$ cat src/rtl/alu_exec_stage.sv
// Execute stage around the 16-bit alu: registered operands in, registered result/flags out.
// Latency 2 edges from accept to out_valid; SHIFT_MULTI_EN adds one edge per extra shift bit.
// Backpressure: result held in DONE until out_ready; a new op is accepted on the releasing edge.

module alu #(
    parameter int WIDTH = 16
) (
    input  logic [WIDTH-1:0] A,
    input  logic [WIDTH-1:0] B,
    input  logic             Ext_cin,
    input  logic [4:0]       ALUop,
    output logic [WIDTH-1:0] y,
    output logic             z,
    output logic             n,
    output logic             c,
    output logic             v
);
    logic [WIDTH:0] sum;

    always_comb begin
        sum = '0;
        y   = '0;
        c   = 1'b0;
        v   = 1'b0;
        case (ALUop)
            5'b00000: begin
                sum = {1'b0, A} + {1'b0, B} + {{WIDTH{1'b0}}, Ext_cin};
                y   = sum[WIDTH-1:0];
                c   = sum[WIDTH];
                v   = (A[WIDTH-1] == B[WIDTH-1]) && (y[WIDTH-1] != A[WIDTH-1]);
            end
            5'b00010: begin
                // c is the borrow out, so chained subtracts feed it back as Ext_cin
                sum = {1'b0, A} - {1'b0, B} - {{WIDTH{1'b0}}, Ext_cin};
                y   = sum[WIDTH-1:0];
                c   = sum[WIDTH];
                v   = (A[WIDTH-1] != B[WIDTH-1]) && (y[WIDTH-1] != A[WIDTH-1]);
            end
            5'b00100: y = A & B;
            5'b00101: y = A | B;
            5'b00110: y = A ^ B;
            5'b00111: y = ~A;
            5'b01000: begin
                y = {A[WIDTH-2:0], 1'b0};
                c = A[WIDTH-1];
            end
            5'b01001: begin
                y = {1'b0, A[WIDTH-1:1]};
                c = A[0];
            end
            default:  y = A;
        endcase
        z = (y == '0);
        n = y[WIDTH-1];
    end
endmodule

module alu_exec_stage #(
    parameter int WIDTH = 16,
    parameter int OPW   = 5
) (
    input  logic             clk,
    input  logic             rst,
    input  logic             in_valid,
    output logic             in_ready,
    input  logic [WIDTH-1:0] in_a,
    input  logic [WIDTH-1:0] in_b,
    input  logic [OPW-1:0]   in_op,
    input  logic             in_use_c,
    input  logic [3:0]       in_flag_we,
    input  logic [3:0]       in_shamt,
    output logic             out_valid,
    input  logic             out_ready,
    output logic [WIDTH-1:0] out_y,
    output logic [3:0]       out_zncv,
    output logic [3:0]       flags,
    output logic             busy
);
    typedef enum logic [1:0] {
        IDLE  = 2'd0,
        EXEC  = 2'd1,
`ifdef SHIFT_MULTI_EN
        SHIFT = 2'd2,
`endif
        DONE  = 2'd3
    } state_t;

    state_t           state_q, state_d;
    logic [WIDTH-1:0] a_q, a_d, b_q, b_d;
    logic [OPW-1:0]   op_q, op_d;
    logic             usec_q, usec_d;
    logic [3:0]       we_q, we_d;
    logic [WIDTH-1:0] y_q, y_d;
    logic [3:0]       zncv_q, zncv_d;
    logic [3:0]       flags_q, flags_d;

    logic [WIDTH-1:0] alu_a, alu_b, alu_y;
    logic [OPW-1:0]   alu_op;
    logic             alu_cin, alu_z, alu_n, alu_c, alu_v;
    logic [3:0]       flag_new, flag_mask, flags_upd;
    logic             in_fire;

`ifdef SHIFT_MULTI_EN
    localparam logic [OPW-1:0] OP_OR  = OPW'(5'b00101);
    localparam logic [OPW-1:0] OP_LSL = OPW'(5'b01000);
    localparam logic [OPW-1:0] OP_LSR = OPW'(5'b01001);
    logic [3:0] shamt_q, shamt_d, cnt_q, cnt_d;
    logic       is_shift;
`else
    logic unused_shamt;
    assign unused_shamt = ^in_shamt;
`endif

    assign in_ready  = (state_q == IDLE) | ((state_q == DONE) & out_ready);
    assign out_valid = (state_q == DONE);
    assign busy      = (state_q != IDLE);
    assign out_y     = y_q;
    assign out_zncv  = zncv_q;
    assign flags     = flags_q;
    assign in_fire   = in_valid & in_ready;

    alu #(.WIDTH(WIDTH)) u_alu (
        .A       (alu_a),
        .B       (alu_b),
        .Ext_cin (alu_cin),
        .ALUop   (alu_op),
        .y       (alu_y),
        .z       (alu_z),
        .n       (alu_n),
        .c       (alu_c),
        .v       (alu_v)
    );

    assign flag_new  = {alu_z, alu_n, alu_c, alu_v};
    assign flags_upd = (flags_q & ~flag_mask) | (flag_new & flag_mask);

    always_comb begin
        state_d   = state_q;
        a_d       = a_q;
        b_d       = b_q;
        op_d      = op_q;
        usec_d    = usec_q;
        we_d      = we_q;
        y_d       = y_q;
        zncv_d    = zncv_q;
        flags_d   = flags_q;
        alu_a     = a_q;
        alu_b     = b_q;
        alu_op    = op_q;
        alu_cin   = usec_q & flags_q[1];
        flag_mask = we_q;
`ifdef SHIFT_MULTI_EN
        shamt_d   = shamt_q;
        cnt_d     = cnt_q;
        is_shift  = (op_q == OP_LSL) || (op_q == OP_LSR);
        // Zero-length shift degenerates to a pass-through that must not touch C
        if (is_shift && (shamt_q == 4'd0)) begin
            alu_op    = OP_OR;
            alu_b     = '0;
            flag_mask = we_q & 4'b1101;
        end
`endif

        if (in_fire) begin
            a_d    = in_a;
            b_d    = in_b;
            op_d   = in_op;
            usec_d = in_use_c;
            we_d   = in_flag_we;
`ifdef SHIFT_MULTI_EN
            shamt_d = in_shamt;
`endif
        end

        case (state_q)
            IDLE: begin
                if (in_valid) state_d = EXEC;
            end
            EXEC: begin
`ifdef SHIFT_MULTI_EN
                if (is_shift && (shamt_q > 4'd1)) begin
                    a_d     = alu_y;
                    cnt_d   = shamt_q - 4'd1;
                    state_d = SHIFT;
                end else begin
                    y_d     = alu_y;
                    zncv_d  = flag_new;
                    flags_d = flags_upd;
                    state_d = DONE;
                end
`else
                y_d     = alu_y;
                zncv_d  = flag_new;
                flags_d = flags_upd;
                state_d = DONE;
`endif
            end
`ifdef SHIFT_MULTI_EN
            SHIFT: begin
                if (cnt_q == 4'd1) begin
                    y_d     = alu_y;
                    zncv_d  = flag_new;
                    flags_d = flags_upd;
                    state_d = DONE;
                end else begin
                    a_d   = alu_y;
                    cnt_d = cnt_q - 4'd1;
                end
            end
`endif
            DONE: begin
                if (out_ready) state_d = in_valid ? EXEC : IDLE;
            end
            default: state_d = IDLE;
        endcase
    end

    always_ff @(posedge clk) begin
        if (rst) begin
            state_q <= IDLE;
            a_q     <= '0;
            b_q     <= '0;
            op_q    <= '0;
            usec_q  <= 1'b0;
            we_q    <= '0;
            y_q     <= '0;
            zncv_q  <= '0;
            flags_q <= '0;
`ifdef SHIFT_MULTI_EN
            shamt_q <= '0;
            cnt_q   <= '0;
`endif
        end else begin
            state_q <= state_d;
            a_q     <= a_d;
            b_q     <= b_d;
            op_q    <= op_d;
            usec_q  <= usec_d;
            we_q    <= we_d;
            y_q     <= y_d;
            zncv_q  <= zncv_d;
            flags_q <= flags_d;
`ifdef SHIFT_MULTI_EN
            shamt_q <= shamt_d;
            cnt_q   <= cnt_d;
`endif
        end
    end
endmodule
$ cat config.mk
export PLATFORM = sky130hd
export DESIGN_NAME = alu_exec_stage
export DESIGN_NICKNAME = d
export VERILOG_FILES = /design/src/rtl/alu_exec_stage.sv
export SDC_FILE = /design/constraint.sdc
export NUM_CORES = 1
export LEC_CHECK = 0
export CAP_MARGIN = 30
export CELL_PAD_IN_SITES_DETAIL_PLACEMENT = 1
export CELL_PAD_IN_SITES_GLOBAL_PLACEMENT = 1
export CORE_UTILIZATION = 38
export CTS_CLUSTER_DIAMETER = 80
export DETAILED_ROUTE_END_ITERATION = 16
export PLACE_DENSITY = 0.77
export SLEW_MARGIN = 5
export SYNTH_ARGS = -nofsm -noshare
export SYNTH_HDL_FRONTEND = slang
export SYNTH_HIERARCHICAL = 1
export SYNTH_SLANG_ARGS = --single-unit
$ cat constraint.sdc
create_clock -name clk -period 10 [get_ports clk]
set_input_delay 2 -clock clk [delete_from_list [all_inputs] [get_ports clk]]
set_output_delay 2 -clock clk [all_outputs]
set_load 0.05 [all_outputs]
==> metrics.yaml, run 1 <==
mostFrequentLayoutCells: "nand2b_1 (94), nand2_1 (74), clkdlybuf4s50_1 (71)"
setup-tns-final_ns: 0
leakage_nw: 2.73
worstHoldPathCells: 2
hpwlAfterDp_um: 13800
p_per_area_mw_per_mm2: 147
n_antenna_cell: 0
synth_area_leader_cell: "dfxtp_1"
cts_tree: "built"
slew_headroom_pct: 42.3
die-height_um: 128
syn_nets: 886
vias: 5763
grt_usage_pct: 23.7
clock-sinks: 68
fin_crit_ns: 5.56
grt_first_pass_wirelength_um: 30700
drc_errors: 0
worstSetupEndpointType: "output pin"
outcome: "complete, no violations"
critPathArrivalTime_ns: 3.56
drt_wl_total_um: 18900
ys_types: 74
max_freq_mhz: 180
fin_nets: 939
clock_path_buffers: 2
final_layout_size_suffix_gt1_share_pct: 5.43
hold_ws_ns: 0.460
rsz0062_at_grt: "false"
synth_edf_count: 0
swShare_pct: 38.5
ys_seq_area_share_pct: 22.4
syn_area_mm2: 0.00607
synth_seq_cells: 68
timing.final.crit_share_pct: 55.6
finalMaxSlewViolations: 0
comb_power_share_pct: 37.7
avgRoutedWirePerCell_um: 18.2
postSynthAreaPerCell_um2: 7.89
grt_max_degree: 111
start_kind: "input port"
dp_slack_ns: 4.43
postCtsResizedCells: 0
vias_per_cell: 5.55
synth_area_leaders: "dfxtp_1 (22%), ha_1 (13%), nand2b_1 (9.7%)"
ys_warn_count: 6
critPathMostFrequentCell: "clkdlybuf4s50_1"
critical_path.cell_chain: "clkdlybuf4s50_1 -> nand3_1 -> nand2_1 -> clkdlybuf4s50_1"
drt_iter0_markers: 401
grt_pass1_vias: 5939
synth-main-ff-cell: "dfxtp_1"
clkPwrFrac_pct: 32.5
p_int_w: 0.000651
finalHoldViolations: 0
final_cell_area_mm2: 0.00722
first_pass_iters: 5
cap_violations: 0
clock-root-buffer: "clkbuf_16"
routabilityCongestion: 0.874
synthCells: 770
placed_area_mm2: 0.00690
setup_violations: 0
p_seq_share_pct: 29.8
die_x_um: 128
cts_hold_buffers: 0
async_reset_ff_share_pct: 0
p_sw_w: 0.000408
io_buffers: 72
fp-row-count: 45
setup_slack_ns: 4.44
ant_nets: 0
hold_class: "register to register"
critPathSlowestCell: "clkdlybuf4s50_1"
synth_top_area_share_pct: 22.4
cts_buffers: 9
path_delay_family: "buffers and inverters"
worst_slew_pin_slew_ns: 0.864
clk_pin_slew_worst_paths_ns: 0.06
cp.depth: 4
fin_skew_ns: 0.0199
worst-path-buf-inv: 2
htree_levels: 3
clock_latency_ns: 0.36
required_ns: 8.00
areaGrowthSynthToFinish_pct: 18.8
critPathKind: "input port to output pin"
pin_count: 77
dieArea_mm2: 0.0165
post_cts_buffers: 0
core_area_mm2: 0.0154
crit_fanout: 3
layout_commonest_cell: "nand2b_1"
vdd_drop_max_uv: 78.1
initial_utilization_pct: 39.4
cpPeakStageDelay_ns: 0.80
overflow: 0
reg2regPathDepth: 14
grt_antenna_before_repair: 0
==> per-layer routing <==
| metal | wire length (um) | GRT usage, % |
|---|---|---|
| met5 | 0 | 0 |
| met2 | 9000 | 40.8 |
| met3 | 866 | 3.87 |
| met4 | 312 | 6.85 |
| met1 | 8740 | 30.4 |
==> through the flow <==
step | total power (W) | utilization [%] | cells
floorplan | 0.000600 | - | 770
global placement | 0.000700 | 44.6 | 1021
detailed placement | 0.000715 | 44.7 | 1022
CTS | 0.00106 | 46.7 | 1038
global route | 0.00112 | 46.8 | 1039
finish | 0.00106 | 46.8 | 1039
==> power by group through the flow <==
stage	logic [W]	registers (W)	clock network, W
after floorplan	0.000269	0.000331	0
after global placement	0.000380	0.000319	0
after detailed placement	0.000393	0.000321	0
after CTS	0.000397	0.000315	0.000352
after global routing	0.000435	0.000319	0.000363
final	0.000399	0.000315	0.000344
==> synthesized netlist by cell type, types with 9 or more instances <==
cell type,n
nand2b_1,94
nand2_1,74
dfxtp_1,68
a21oi_1,62
ha_1,62
inv_1,62
mux2i_1,49
nor2_1,40
clkbuf_1,26
o21ai_0,25
xnor2_1,15
nand3_1,14
nor3_1,14
o211ai_1,9
==> area by class of cell <==
type                       instances  area [um^2]
fill                            1898         8210
timing repair buffer              84          813
tap                              211          264
clock buffer                       9          225
clock inverter                     7         83.8
multi-input combinational        598         4240
sequential                        68         1360
inverter                          62          233
==> cell families after synthesis <==
family	share of synthesized area [%]
AND/OR/NAND/NOR	25.3
AO/OA/AOI/OAI	19.2
buffers and inverters	7.97
flip-flops	22.4
adder cells (fa/ha/maj)	14.1
multiplexers	8.45
XOR/XNOR	2.60
==> path summary, 6_finish.rpt <==
check,start,slack [ns],end
worst max register to register,a_q[3],5.13,register
worst min register to register,out_y[13],0.46,out_y[13]
worst max-delay path,out_ready,4.44,in_ready
worst min-delay path,out_y[13],0.46,out_y[13]
==> tightest hold or removal path, stage by stage (launching register included) <==
cell and delay (ns):
dfxtp_1 0.31, nand2_1 0.05, a21oi_1 0.05
==> flip-flops by register name, indices dropped and copies added, names as in the netlist, named ones only <==
| signal | count |
|---|---|
| state_q | 2 |
| alu_op | 5 |
| a_q | 16 |
| out_y | 16 |
| out_zncv | 4 |
| alu_b | 16 |
| flag_mask | 4 |
| usec_q | 1 |
(Power assumes the default switching activity.)
==> run 2, diff against run 1 <==
==> constraint.sdc (replaced) <==
create_clock -name clk -period 5.6 [get_ports clk]
set_input_delay 1.12 -clock clk [delete_from_list [all_inputs] [get_ports clk]]
set_output_delay 1.12 -clock clk [all_outputs]
set_load 0.05 [all_outputs]
==> run 2 against run 1 <==
Effect of this change:
- largest cell class unchanged
- flip-flop and latch count unchanged
- highest routed layer unchanged
- non-clock buffer count down 1
- critical path type is now register to register
- final area up 0.23%
==> metrics.yaml, run 2 (synthesized netlist as in run 1, its figures left out) <==
vias_per_cell: 5.64  # +1.6%
final_layout_size_suffix_gt1_share_pct: 5.32  # -0.11 points
worst_slew_pin_slew_ns: 0.899  # +0.0350 ns
required_ns: 5.88  # -2.12 ns
reg2reg_slack_ns: 0.66  # -4.47 ns
critPathKind: "register to register"
worstSetupEndpointType: "register"
finalMaxSlewViolations: 0  # unchanged
min_to: "out_y[12]"
mostFrequentLayoutCells: "nand2b_1 (94), nand2_1 (74), clkdlybuf4s50_1 (71)"
htree_levels: 3  # unchanged
routabilityCongestion: 0.855  # -2.2%
drt_wl_total_um: 19200  # +1.3%
min_from: "out_y[12]"
pin_count: 77  # unchanged
critPathSlowestCell: "or4b_1"
die-height_um: 128  # unchanged
clock_latency_ns: 0.35  # about the same
cap_violations: 0  # unchanged
dp.cells: 1022  # unchanged
grt_pass1_vias: 6114  # +2.9%
vdd_drop_max_uv: 176  # +120%
timing.final.crit_share_pct: 88.1
reg2regPathDepth: 14  # unchanged
slew_headroom_pct: 40.1  # -2.3 points
swShare_pct: 37.2  # -1.3 points
start_kind: "register"
finalHoldViolations: 0  # unchanged
n_antenna_cell: 0  # unchanged
cpPeakStageDelay_ns: 0.56  # -0.24 ns
worst-path-buf-inv: 1  # -1
post_cts_buffers: 0  # unchanged
postCtsResizedCells: 0  # unchanged
rsz0062_at_grt: "false"
avgRoutedWirePerCell_um: 18.5  # +1.4%
overflow: 0  # unchanged
grt_max_degree: 64  # -42%
fin_nets: 938  # -0.11%
ant_nets: 0  # unchanged
clock-root-buffer: "clkbuf_16"
worstHoldPathCells: 2  # unchanged
fin_skew_ns: 0.00916  # -0.0107 ns
die_x_um: 128  # unchanged
fp-row-count: 45  # unchanged
clock-sinks: 68  # unchanged
use_met2_pct: 40.1  # -0.73 points
cts_hold_buffers: 0  # unchanged
met1_usage_pct: 30.5  # +0.12 points
first_pass_iters: 6  # +1
path_delay_family: "simple AND/OR/NAND/NOR gates"
hold_class: "register to register"
fillCellCount: 1901  # +0.16%
rr_startpoint: "a_q[4]"
p_per_area_mw_per_mm2: 265  # +80%
layout_commonest_cell: "nand2b_1"
io_buffers: 72  # unchanged
grt_busiest_layer: "met2"
dieArea_mm2: 0.0165  # unchanged
critical_path.cell_chain: "inv_1 -> ha_1 -> ha_1 -> o21ai_0 -> a22oi_1 -> xnor2_1 -> nor2_1 -> a2111o_1 -> or4b_1 -> or4_1 -> or4b_1 -> nor4_2 -> nand3_1 -> a21oi_1"
cp.depth: 14  # +10
layoutNonFillerInstCount: 1038  # -0.096%
clk_pin_slew_worst_paths_ns: 0.06  # about the same
comb_power_share_pct: 37.3  # -0.4 points
p_int_w: 0.00120  # +85%
gr-usage-met3_pct: 4.32  # +0.46 points
p_seq_share_pct: 29.4  # -0.4 points
final_core_util_pct: 46.9  # +0.11 points
setup-tns-final_ns: 0  # unchanged
cts_tree: "built"
grt_antenna_before_repair: 0  # unchanged
grt_usage_pct: 24.3  # +0.54 points
leakage_nw: 2.74  # +0.20%
outcome: "complete, no violations"
drt_iter0_markers: 353  # -12%
crit_fanout: 10  # +7
core_area_mm2: 0.0154  # unchanged
clock_path_buffers: 2  # unchanged
areaGrowthSynthToFinish_pct: 19.1
critPathArrivalTime_ns: 5.21  # +1.65 ns
setup_violations: 0  # unchanged
hpwlAfterDp_um: 14200  # +2.7%
max_freq_mhz: 203
grt_first_pass_wirelength_um: 31100  # +1.5%
vias: 5852  # +1.5%
cts_buffers: 9  # unchanged
drc_errors: 0  # unchanged
p_sw_w: 0.000713  # +75%
fin_crit_ns: 4.94
clkPwrFrac_pct: 33.2  # +0.7 points
initial_utilization_pct: 39.4  # unchanged
==> run 2: final cells by class <==
| type | count | area (um^2) | area share, % |
|---|---|---|---|
| clock inverter | 7 | 98.8 | 1.37 |
| multi-input combinational | 598 | 4240 | 58.6 |
| tap | 211 | 264 | 3.65 |
| timing repair buffer | 83 | 815 | 11.3 |
| sequential | 68 | 1360 | 18.8 |
| inverter | 62 | 233 | 3.22 |
| clock buffer | 9 | 225 | 3.11 |
==> run 2: metrics by stage <==
stage	area [um^2]	hold slack (ns)	total power [W]	worst slack (ns)
detailed placement	6910	0.451	0.00128	0.715
CTS	7230	0.460	0.00193	0.656
global placement	6880	0.447	0.00125	0.859
floorplan	6070	0.444	0.00107	1.19
finish	7230	0.456	0.00191	0.664
global route	7230	0.476	0.00202	0.353
==> run 2: worst max path at each step <==
| stage | startpoint | end |
|---|---|---|
| 2_1_floorplan | register | register |
| 3_3_place_gp | a_q[4] | register |
| 3_5_place_dp | a_q[4] | register |
| 4_1_cts | a_q[4] | register |
| 5_1_grt | a_q[4] | register |
| 6_report | a_q[4] | register |
==> run 2: power groups by stage <==
stage	Sequential, W	Clock, W	Combinational, W
floorplan	0.000591	0	0.000481
finish	0.000564	0.000636	0.000715
detailed placement	0.000574	0	0.000706
CTS	0.000564	0.000655	0.000712
global route	0.000570	0.000669	0.000784
global placement	0.000570	0	0.000678
==> run 2: metal layers <==
| metal | up-vias | wire, um |
|---|---|---|
| li1 | 2798 | - |
| met1 | 2833 | 8690 |
| met2 | 178 | 8940 |
| met3 | 43 | 894 |
| met4 | 0 | 655 |
| met5 | - | 0 |
==> run 2: worst register-to-register path, stage by stage (launching register included) <==
cell and delay, ns:
dfxtp_1 0.49, inv_1 0.11, ha_1 0.45, ha_1 0.41, o21ai_0 0.13, a22oi_1 0.47
xnor2_1 0.18, nor2_1 0.06, a2111o_1 0.45, or4b_1 0.56, or4_1 0.44, or4b_1 0.56
nor4_2 0.29, nand3_1 0.11, a21oi_1 0.14
==> run 3, diff against run 2 <==
--- a/config.mk
+++ b/config.mk
@@ -9,7 +9,7 @@
 export CELL_PAD_IN_SITES_DETAIL_PLACEMENT = 1
 export CELL_PAD_IN_SITES_GLOBAL_PLACEMENT = 1
 export CORE_UTILIZATION = 38
-export CTS_CLUSTER_DIAMETER = 80
+export CTS_CLUSTER_DIAMETER = 150
 export DETAILED_ROUTE_END_ITERATION = 16
 export PLACE_DENSITY = 0.77
 export SLEW_MARGIN = 5
@@ -17,3 +17,4 @@
 export SYNTH_HDL_FRONTEND = slang
 export SYNTH_HIERARCHICAL = 1
 export SYNTH_SLANG_ARGS = --single-unit
+export TNS_END_PERCENT = 1
==> results of run 3 <==
Same layout as run 2: the final DEF is identical, and so are final timing and power.
